`src/rtl/adder_arb_pkg.sv`:
```
`default_nettype none
// ---- adder_arb_pkg : state encoding and defaults for the shared-adder arbiter -- rev 1.0 ----
package adder_arb_pkg;

  typedef logic [1:0] state_t;

  localparam state_t IDLE     = 2'd0;
  localparam state_t ISSUE    = 2'd1;
  localparam state_t WAIT_RES = 2'd2;
  localparam state_t RETURN   = 2'd3;

  localparam int DEF_NUM_REQ = 4;
  localparam int DEF_OPW     = 1;
  localparam int DEF_CNTW    = 16;

  // Unit result carries one extra bit for the carry-out.
  function automatic int res_width(input int opw);
    return opw + 1;
  endfunction

endpackage
`default_nettype wire

```
`src/rtl/rr_arbiter.sv`:
```
`default_nettype none
// ---- rr_arbiter : combinational round-robin pick, first request at or above ptr_i with wrap -- rev 1.0 ----
module rr_arbiter #(
  parameter int N  = 4,
  parameter int PW = $clog2(N)
) (
  input  logic [N-1:0]  req_i,
  input  logic [PW-1:0] ptr_i,
  output logic [PW-1:0] winner_o,
  output logic          any_o
);

  logic [PW:0] cand;

  always_comb begin
    winner_o = '0;
    any_o    = 1'b0;
    cand     = '0;
    for (int k = 0; k < N; k++) begin
      // ptr_i < N and k < N, so one conditional subtract is enough to wrap.
      cand = {1'b0, ptr_i} + (PW+1)'(k);
      if (cand >= (PW+1)'(N)) begin
        cand = cand - (PW+1)'(N);
      end
      if (!any_o && req_i[cand[PW-1:0]]) begin
        any_o    = 1'b1;
        winner_o = cand[PW-1:0];
      end
    end
  end

endmodule
`default_nettype wire

```
`src/rtl/adder_stream_arbiter.sv`:
```
`default_nettype none
// ---- adder_stream_arbiter : round-robin sharing of one AXI-Stream unit adder, one transaction in flight -- rev 1.0 ----
// ---- Optional per-requester completion counters: define ADDER_ARB_STATS_EN ----
module adder_stream_arbiter
  import adder_arb_pkg::*;
#(
  parameter int NUM_REQ = DEF_NUM_REQ,
  parameter int OPW     = DEF_OPW,
`ifdef ADDER_ARB_STATS_EN
  parameter int CNTW    = DEF_CNTW,
`endif
  parameter int RESW    = res_width(OPW)
) (
  input  logic                        clk,
  input  logic                        arst_n,
  input  logic [NUM_REQ-1:0]          req_tvalid,
  output logic [NUM_REQ-1:0]          req_tready,
  input  logic [NUM_REQ*OPW-1:0]      req_a_tdata,
  input  logic [NUM_REQ*OPW-1:0]      req_b_tdata,
  output logic [RESW-1:0]             rsp_tdata,
  output logic [NUM_REQ-1:0]          rsp_tvalid,
  input  logic [NUM_REQ-1:0]          rsp_tready,
  output logic [OPW-1:0]              u_a_tdata,
  output logic                        u_a_tvalid,
  input  logic                        u_a_tready,
  output logic [OPW-1:0]              u_b_tdata,
  output logic                        u_b_tvalid,
  input  logic                        u_b_tready,
  input  logic [RESW-1:0]             u_result_tdata,
  input  logic                        u_tvalid,
  output logic                        u_tready,
  output logic                        busy,
`ifdef ADDER_ARB_STATS_EN
  output logic [NUM_REQ*CNTW-1:0]     stat_count,
`endif
  output logic [$clog2(NUM_REQ)-1:0]  grant_id
);

  localparam int IDW = $clog2(NUM_REQ);

  state_t           state_q, state_d;
  logic [IDW-1:0]   rr_q, grant_q, winner;
  logic             any_req;
  logic [OPW-1:0]   a_q, b_q, sel_a, sel_b;
  logic             a_sent_q, b_sent_q;
  logic [RESW-1:0]  res_q;
  logic             req_hs, a_hs, b_hs, res_hs, rsp_hs;
  logic [NUM_REQ-1:0] winner_oh, owner_oh;

  rr_arbiter #(
    .N  (NUM_REQ),
    .PW (IDW)
  ) u_rr (
    .req_i    (req_tvalid),
    .ptr_i    (rr_q),
    .winner_o (winner),
    .any_o    (any_req)
  );

  assign winner_oh = NUM_REQ'(1) << winner;
  assign owner_oh  = NUM_REQ'(1) << grant_q;

  assign req_hs = (state_q == IDLE) && any_req;
  assign a_hs   = u_a_tvalid && u_a_tready;
  assign b_hs   = u_b_tvalid && u_b_tready;
  assign res_hs = u_tvalid && u_tready;
  assign rsp_hs = (state_q == RETURN) && rsp_tready[grant_q];

  always_comb begin
    sel_a = '0;
    sel_b = '0;
    for (int i = 0; i < NUM_REQ; i++) begin
      if (winner == IDW'(i)) begin
        sel_a = req_a_tdata[i*OPW +: OPW];
        sel_b = req_b_tdata[i*OPW +: OPW];
      end
    end
  end

  always_ff @(posedge clk or negedge arst_n) begin
    if (!arst_n) begin
      state_q <= IDLE;
    end else begin
      state_q <= state_d;
    end
  end

  always_comb begin
    state_d = state_q;
    case (state_q)
      IDLE:     if (any_req) state_d = ISSUE;
      // A channel may finish on the very edge the other one does.
      ISSUE:    if ((a_sent_q || a_hs) && (b_sent_q || b_hs)) state_d = WAIT_RES;
      WAIT_RES: if (u_tvalid) state_d = RETURN;
      RETURN:   if (rsp_tready[grant_q]) state_d = IDLE;
      default:  state_d = IDLE;
    endcase
  end

  always_comb begin
    req_tready = '0;
    rsp_tvalid = '0;
    u_a_tvalid = 1'b0;
    u_b_tvalid = 1'b0;
    u_tready   = 1'b0;
    case (state_q)
      IDLE:     if (any_req) req_tready = winner_oh;
      ISSUE: begin
        u_a_tvalid = !a_sent_q;
        u_b_tvalid = !b_sent_q;
      end
      WAIT_RES: u_tready = 1'b1;
      RETURN:   rsp_tvalid = owner_oh;
      default:  ;
    endcase
  end

  assign u_a_tdata = a_q;
  assign u_b_tdata = b_q;
  assign rsp_tdata = res_q;
  assign busy      = (state_q != IDLE);
  assign grant_id  = grant_q;

  always_ff @(posedge clk or negedge arst_n) begin
    if (!arst_n) begin
      rr_q     <= '0;
      grant_q  <= '0;
      a_q      <= '0;
      b_q      <= '0;
      a_sent_q <= 1'b0;
      b_sent_q <= 1'b0;
      res_q    <= '0;
    end else begin
      if (req_hs) begin
        a_q      <= sel_a;
        b_q      <= sel_b;
        grant_q  <= winner;
        a_sent_q <= 1'b0;
        b_sent_q <= 1'b0;
      end
      if (a_hs) a_sent_q <= 1'b1;
      if (b_hs) b_sent_q <= 1'b1;
      if (res_hs) res_q <= u_result_tdata;
      // Pointer moves only on completion, so a stalled owner keeps its turn.
      if (rsp_hs) begin
        rr_q <= (grant_q == IDW'(NUM_REQ-1)) ? '0 : grant_q + 1'b1;
      end
    end
  end

`ifdef ADDER_ARB_STATS_EN
  for (genvar i = 0; i < NUM_REQ; i++) begin : g_stat
    logic [CNTW-1:0] cnt_q;
    always_ff @(posedge clk or negedge arst_n) begin
      if (!arst_n) begin
        cnt_q <= '0;
      end else if (rsp_hs && (grant_q == IDW'(i)) && (cnt_q != '1)) begin
        cnt_q <= cnt_q + 1'b1;
      end
    end
    assign stat_count[i*CNTW +: CNTW] = cnt_q;
  end
`endif

endmodule
`default_nettype wire

```
`config.mk`:
```
export PLATFORM = sky130hd
export DESIGN_NAME = adder_stream_arbiter
export DESIGN_NICKNAME = d
export VERILOG_FILES = /design/src/rtl/adder_arb_pkg.sv /design/src/rtl/rr_arbiter.sv /design/src/rtl/adder_stream_arbiter.sv
export SDC_FILE = /design/constraint.sdc
export NUM_CORES = 1
export LEC_CHECK = 0
export CAP_MARGIN = 20
export CORE_MARGIN = 1
export CORE_UTILIZATION = 54
export DETAILED_ROUTE_END_ITERATION = 6
export DONT_BUFFER_PORTS = 1
export HOLD_SLACK_MARGIN = 0.12
export PLACE_DENSITY = 0.83
export SLEW_MARGIN = 20
export SYNTH_ARGS = -nofsm -noshare
export SYNTH_HDL_FRONTEND = slang
export SYNTH_HIERARCHICAL = 1
export SYNTH_SLANG_ARGS = --single-unit
```
`constraint.sdc`:
```
create_clock -name clk -period 2.1 [get_ports clk]
set_input_delay 0.315 -clock clk [delete_from_list [all_inputs] [get_ports clk]]
set_output_delay 0.315 -clock clk [all_outputs]
set_load 0.02 [all_outputs]
```
After elaboration in Yosys (flattened, before gate mapping). Index checks and enable logic that the tools add are counted.

Order comparisons: 9. Add/subtract/negate cells: 8. Shift operators: 2. Multiplexer cells: 45. Equality and inequality tests: 11. Reduce and logical (&&, ||, !) cells: 22.

Operators by type and width (count): two-way mux 2 bit (13); two-way mux 1 bit (23); < comparator 2 x 3 -> 1 bit (second input constant) (5); two-way mux 4 bit (3); binary-select mux 1 bit (select 2 bit) (5); equality test 2 bit (second input constant) (5); >= comparator 3 bit (second input constant) (3); logical AND 1 bit (9); case mux 2 bit (4 select lines) (1); left shift 1 x 2 -> 4 bit (first input constant) (2); subtractor 2 x 1 -> 2 bit (second input constant) (4); adder 2 x 2 -> 3 bit (second input constant) (2); != test 2 bit (second input constant) (3); nonzero test 2 bit (3); zero test 1 bit (5); equality test 2 x 1 -> 1 bit (second input constant) (2); zero test 2 bit (2); AND reduction 4 bit (1); adder 2 x 1 -> 3 bit (second input constant) (1); >= comparator 2 x 3 -> 1 bit (second input constant) (1); adder 2 x 1 -> 2 bit (second input constant) (1); logical OR 1 bit (2); != test 2 x 1 -> 1 bit (second input constant) (1).

Register bits after elaboration: 12. Word-level logic and storage cells: 105.

Logic depth before layout (Yosys ltp).
Depth after elaboration: 19. Gate-level depth with buffers: 6. Gate-level depth less buffers: 6.

Cells and area by module. Netlist, hierarchy kept.

Modules (own cells, without submodules): adder_stream_arbiter (area each 783.3 µm², cells each 69, seq. area each 300.3 µm², times used 1); rr_arbiter (area each 77.6 µm², cells each 15, seq. area each 0.0 µm², times used 1).

Worst setup path after synthesis. OpenSTA, ideal clock, no wires.

Path kind: reg-to-output. From: register rr_q[0]. To: output req_tready[1]. Path buffers: 0. Cell stages (with the launch flop): 6. Required time: 1.785 ns. Path slack: 0.095 ns. Data arrival time: 1.690 ns. Cells stage by stage: dfrtp_1 > inv_2 > a221o_1 > a21oi_1 > inv_1 > nor3_1.

Word-level cells in the longest chain between the ends: 17.

Ends and longest elaborated chain: start: declaration (line adder_stream_arbiter.sv:42) `logic [IDW-1:0] rr_q, grant_q, winner;`; start signal: assignment (line adder_stream_arbiter.sv:146) `rr_q <= (grant_q == IDW'(NUM_REQ-1)) ? '0 : grant_q + 1'b1;`; branches (longest 13 deep; another with adder 2 x 1 -> 3 bit); two-way mux 2 bit * (line rr_arbiter.sv:25) `if (!any_o && req_i[cand[PW-1:0]]) begin`; net winner[0] (line adder_stream_arbiter.sv:42); left shift 1 x 2 -> 4 bit * (line adder_stream_arbiter.sv:60) `assign winner_oh = NUM_REQ'(1) << winner;`; two-way mux 4 bit * (line adder_stream_arbiter.sv:107) `IDLE: if (any_req) req_tready = winner_oh;`; two-way mux 4 bit * (line adder_stream_arbiter.sv:106) `case (state_q)`; end: declaration (line adder_stream_arbiter.sv:17) `output logic [NUM_REQ-1:0] req_tready,`.

Mark *: on every way through the listed nets, which the timed path passes. The select of a mux whose other input is x is not followed.

Worst setup path after layout.
From: register rr_q[1]. To: output req_tready[0].

The elaborated chain is that of the path after synthesis.

==> results.cfg <==
[power_and_ir_drop]
p_leak_nw = 0.500
p_seq_share_pct = 30.9
internal-power_mw = 0.911
powerDensity_nw_per_um2 = 1610
power.share.switching_pct = 45.1
p_sw_mw = 0.747
power.share.clock_pct = 11.5
comb_power_share_pct = 57.6
peakVddDrop_mv = 0.946

[synthesis]
synthTopCellsByArea = dfrtp_1 35%, ha_1 12%, mux2_2 7.8%
syn_area_per_cell_sq_um = 10.2
synth_ff_type = dfrtp_1
synth_top_area_share_pct = 34.9
synthTopCellsByCount = 12 x dfrtp_1, 12 x inv_1, 8 x ha_1
synth_fa_ha_area_share_pct = 11.6
synth_mux_area_share_pct = 19.5
synth_top_area_cell = dfrtp_1
synth-edff-count = 0
synthSimpleGateAreaFrac_pct = 14.4
synthCells = 84
yosys_warnings = 6
synth_compound_gate_area_share_pct = 14.0
syn_nets = 115
async_flop_share_pct = 100
synth.distinct_cells = 24
synth_top_family_by_area = multiplexers
syn_area_sq_um = 861
synth_seq_cells = 12
synth_xor_area_share_pct = 0
ys_seq_area_share_pct = 34.9

[cells_and_area]
fin_nets = 132
final-instance-count-excl-fill = 116
fillerInstances = 107
area_delta_synth_final_pct = 19.3
drive_above_1_share_pct = 33.0
postLayoutCoreUtil_pct = 69.0
diodes = 0

[sta]
max_slew.worst_pin.slew_ns = 0.521
fin_worst_skew_ns = 0.00162
setup_viol = 0
finalCriticalPeriod_ns = 2.05
slew-limit-headroom_pct = 65.1
min_period_over_period_pct = 97.7
fin_setup_tns_ns = 0
slew_viol_final = 0
max_clock_freq_mhz = 487
hold_viol = 0

[floorplanning]
dieArea_sq_um = 1760
ios = 41
die_h_microns = 41.9
die_w_microns = 41.9
num_rows = 14
start_util_pct = 57.8
core_sq_um = 1490

[detailed_routing]
dr.pass1.iters = 4
drtAntennaViolNets = 0
vias = 731
drt_wl_total_microns = 2000
avgRoutedWirePerCell_microns = 17.3
drc = 0
drt_iter0_drc = 27
viasPerCell = 6.30

[critical_path]
crit_fanout = 5
critPathRequiredTime_ns = 1.78
crit_type = flop to output pin
arrival_ns = 1.74
endpoint_kind = output pin
startpoint_type = flop

[global_route]
grt-ovfl-total = 0
track_usage_pct = 22.4
grt_pass1_vias = 688
grt_pass1_wl_microns = 2940
grt_antenna_before_repair = 0
grt_max_degree = 13

[clocking]
path_clk_slew_ns = 0.08
cts_max_level = 1
clk_latency_ns = 0.28
cts_buffer_depth = 2
numCtsBuffers = 3
cts_tree = yes
root_buffer = clkbuf_4
cts_sinks = 12

[placed_design]
gp_congestion = 0.854
io_buffers = 0
dp_hpwl_microns = 1470
placed_cells = 108

[worst_hold_path]
hold_class = primary input to flop

[flow_run]
drv_cap = 0

[outcome]
status = complete, no violations
cells by family (layout without fill, tap and decap cells):
family                   after synthesis  in the layout
adder cells (fa/ha/maj)                8              8
multiplexers                          12             12
flip-flops                            12             12
AND/OR/NAND/NOR                       25             25
buffers and inverters                 13             29
AO/OA/AOI/OAI                         14             14
flip-flops by register name, indices dropped and copies added, names as in the netlist:
signal / cells
u_a_tdata: 1
a_sent_q: 1
grant_id: 2
state_q: 2
b_sent_q: 1
rsp_tdata: 2
u_b_tdata: 1
rr_q: 2
area by class of cell:
cell class	count	area (sq um)	share of cell area [%]
inverters	13	48.8	4.75
well taps	16	20.0	1.95
multi-input cells	59	526	51.2
repair buffers	12	96.3	9.38
clock buffers	4	36.3	3.53
flip-flops and latches	12	300	29.2
worst max-delay path, stage by stage, from the launching register on:
cell and delay [ns]:
dfrtp_1 0.45, a21oi_1 0.10, o21ai_0 0.28, a21oi_2 0.11, buf_4 0.16, nor3_1 0.18
buf_4 0.17
per-stage QoR:
step | setup slack (ns) | instance area, sq um | total power [mW] | hold slack (ns)
after floorplan | 0.0946 | 861 | 1.17 | 0.0194
after global placement | 0.209 | 941 | 1.34 | 0.0196
after detailed placement | 0.161 | 941 | 1.39 | 0.0197
after CTS | 0.0255 | 995 | 1.60 | 0.158
after global routing | -0.0202 | 1030 | 1.76 | 0.156
final | 0.0485 | 1030 | 1.66 | 0.166
placed cells by master (no fill, tap or decap), types with 2 or more instances in the layout:
master / count
o21ai_0: 2
a21oi_2: 3
nor3_1: 2
nand2_1: 6
nand3_1: 2
dfrtp_1: 12
mux2_2: 6
clkbuf_4: 3
ha_1: 8
buf_4: 10
nor2b_1: 3
nand2b_1: 3
inv_1: 12
mux2_4: 3
nor2_1: 4
and2_1: 4
mux4_2: 2
a22o_1: 2
path summary, 6_finish.rpt:
check / depth (start not counted) / slack, ns / startpoint / endpoint
min: 1 / 0.17 / u_b_tready / b_sent_q
min reg2reg: 1 / 0.52 / b_sent_q / b_sent_q
max in group asynchronous: 1 / 1.31 / arst_n / u_b_tdata
max reg2reg: 7 / 0.10 / rr_q[0] / u_b_tdata
min in group asynchronous: 1 / 0.44 / arst_n / state_q[1]
max: 6 / 0.05 / rr_q[1] / req_tready[0]
power groups by stage:
stage	clock [mW]	sequential, mW	combinational, mW
finish	0.190	0.512	0.956
global route	0.202	0.530	1.03
CTS	0.196	0.506	0.901
detailed placement	0	0.515	0.872
global placement	0	0.506	0.831
floorplan	0	0.506	0.663
timing repair:
| action | 4_1_cts | 5_1_grt |
|---|---|---|
| pin swaps | 0 | 2 |
| hold buffers | 1 | 0 |
| resized for setup | 0 | 5 |
| hold endpoints to repair | 12 | 0 |
| setup buffers | 1 | 2 |
| setup endpoints to repair | 1 | 4 |
routing by layer:
layer  share of wire, %  GRT usage [%]
met3                 11           3.91
met5                  0              0
met2                 51           39.1
met1                 35           25.3
met4                3.4           13.5
Note: power is estimated with default switching activity, not from simulation.
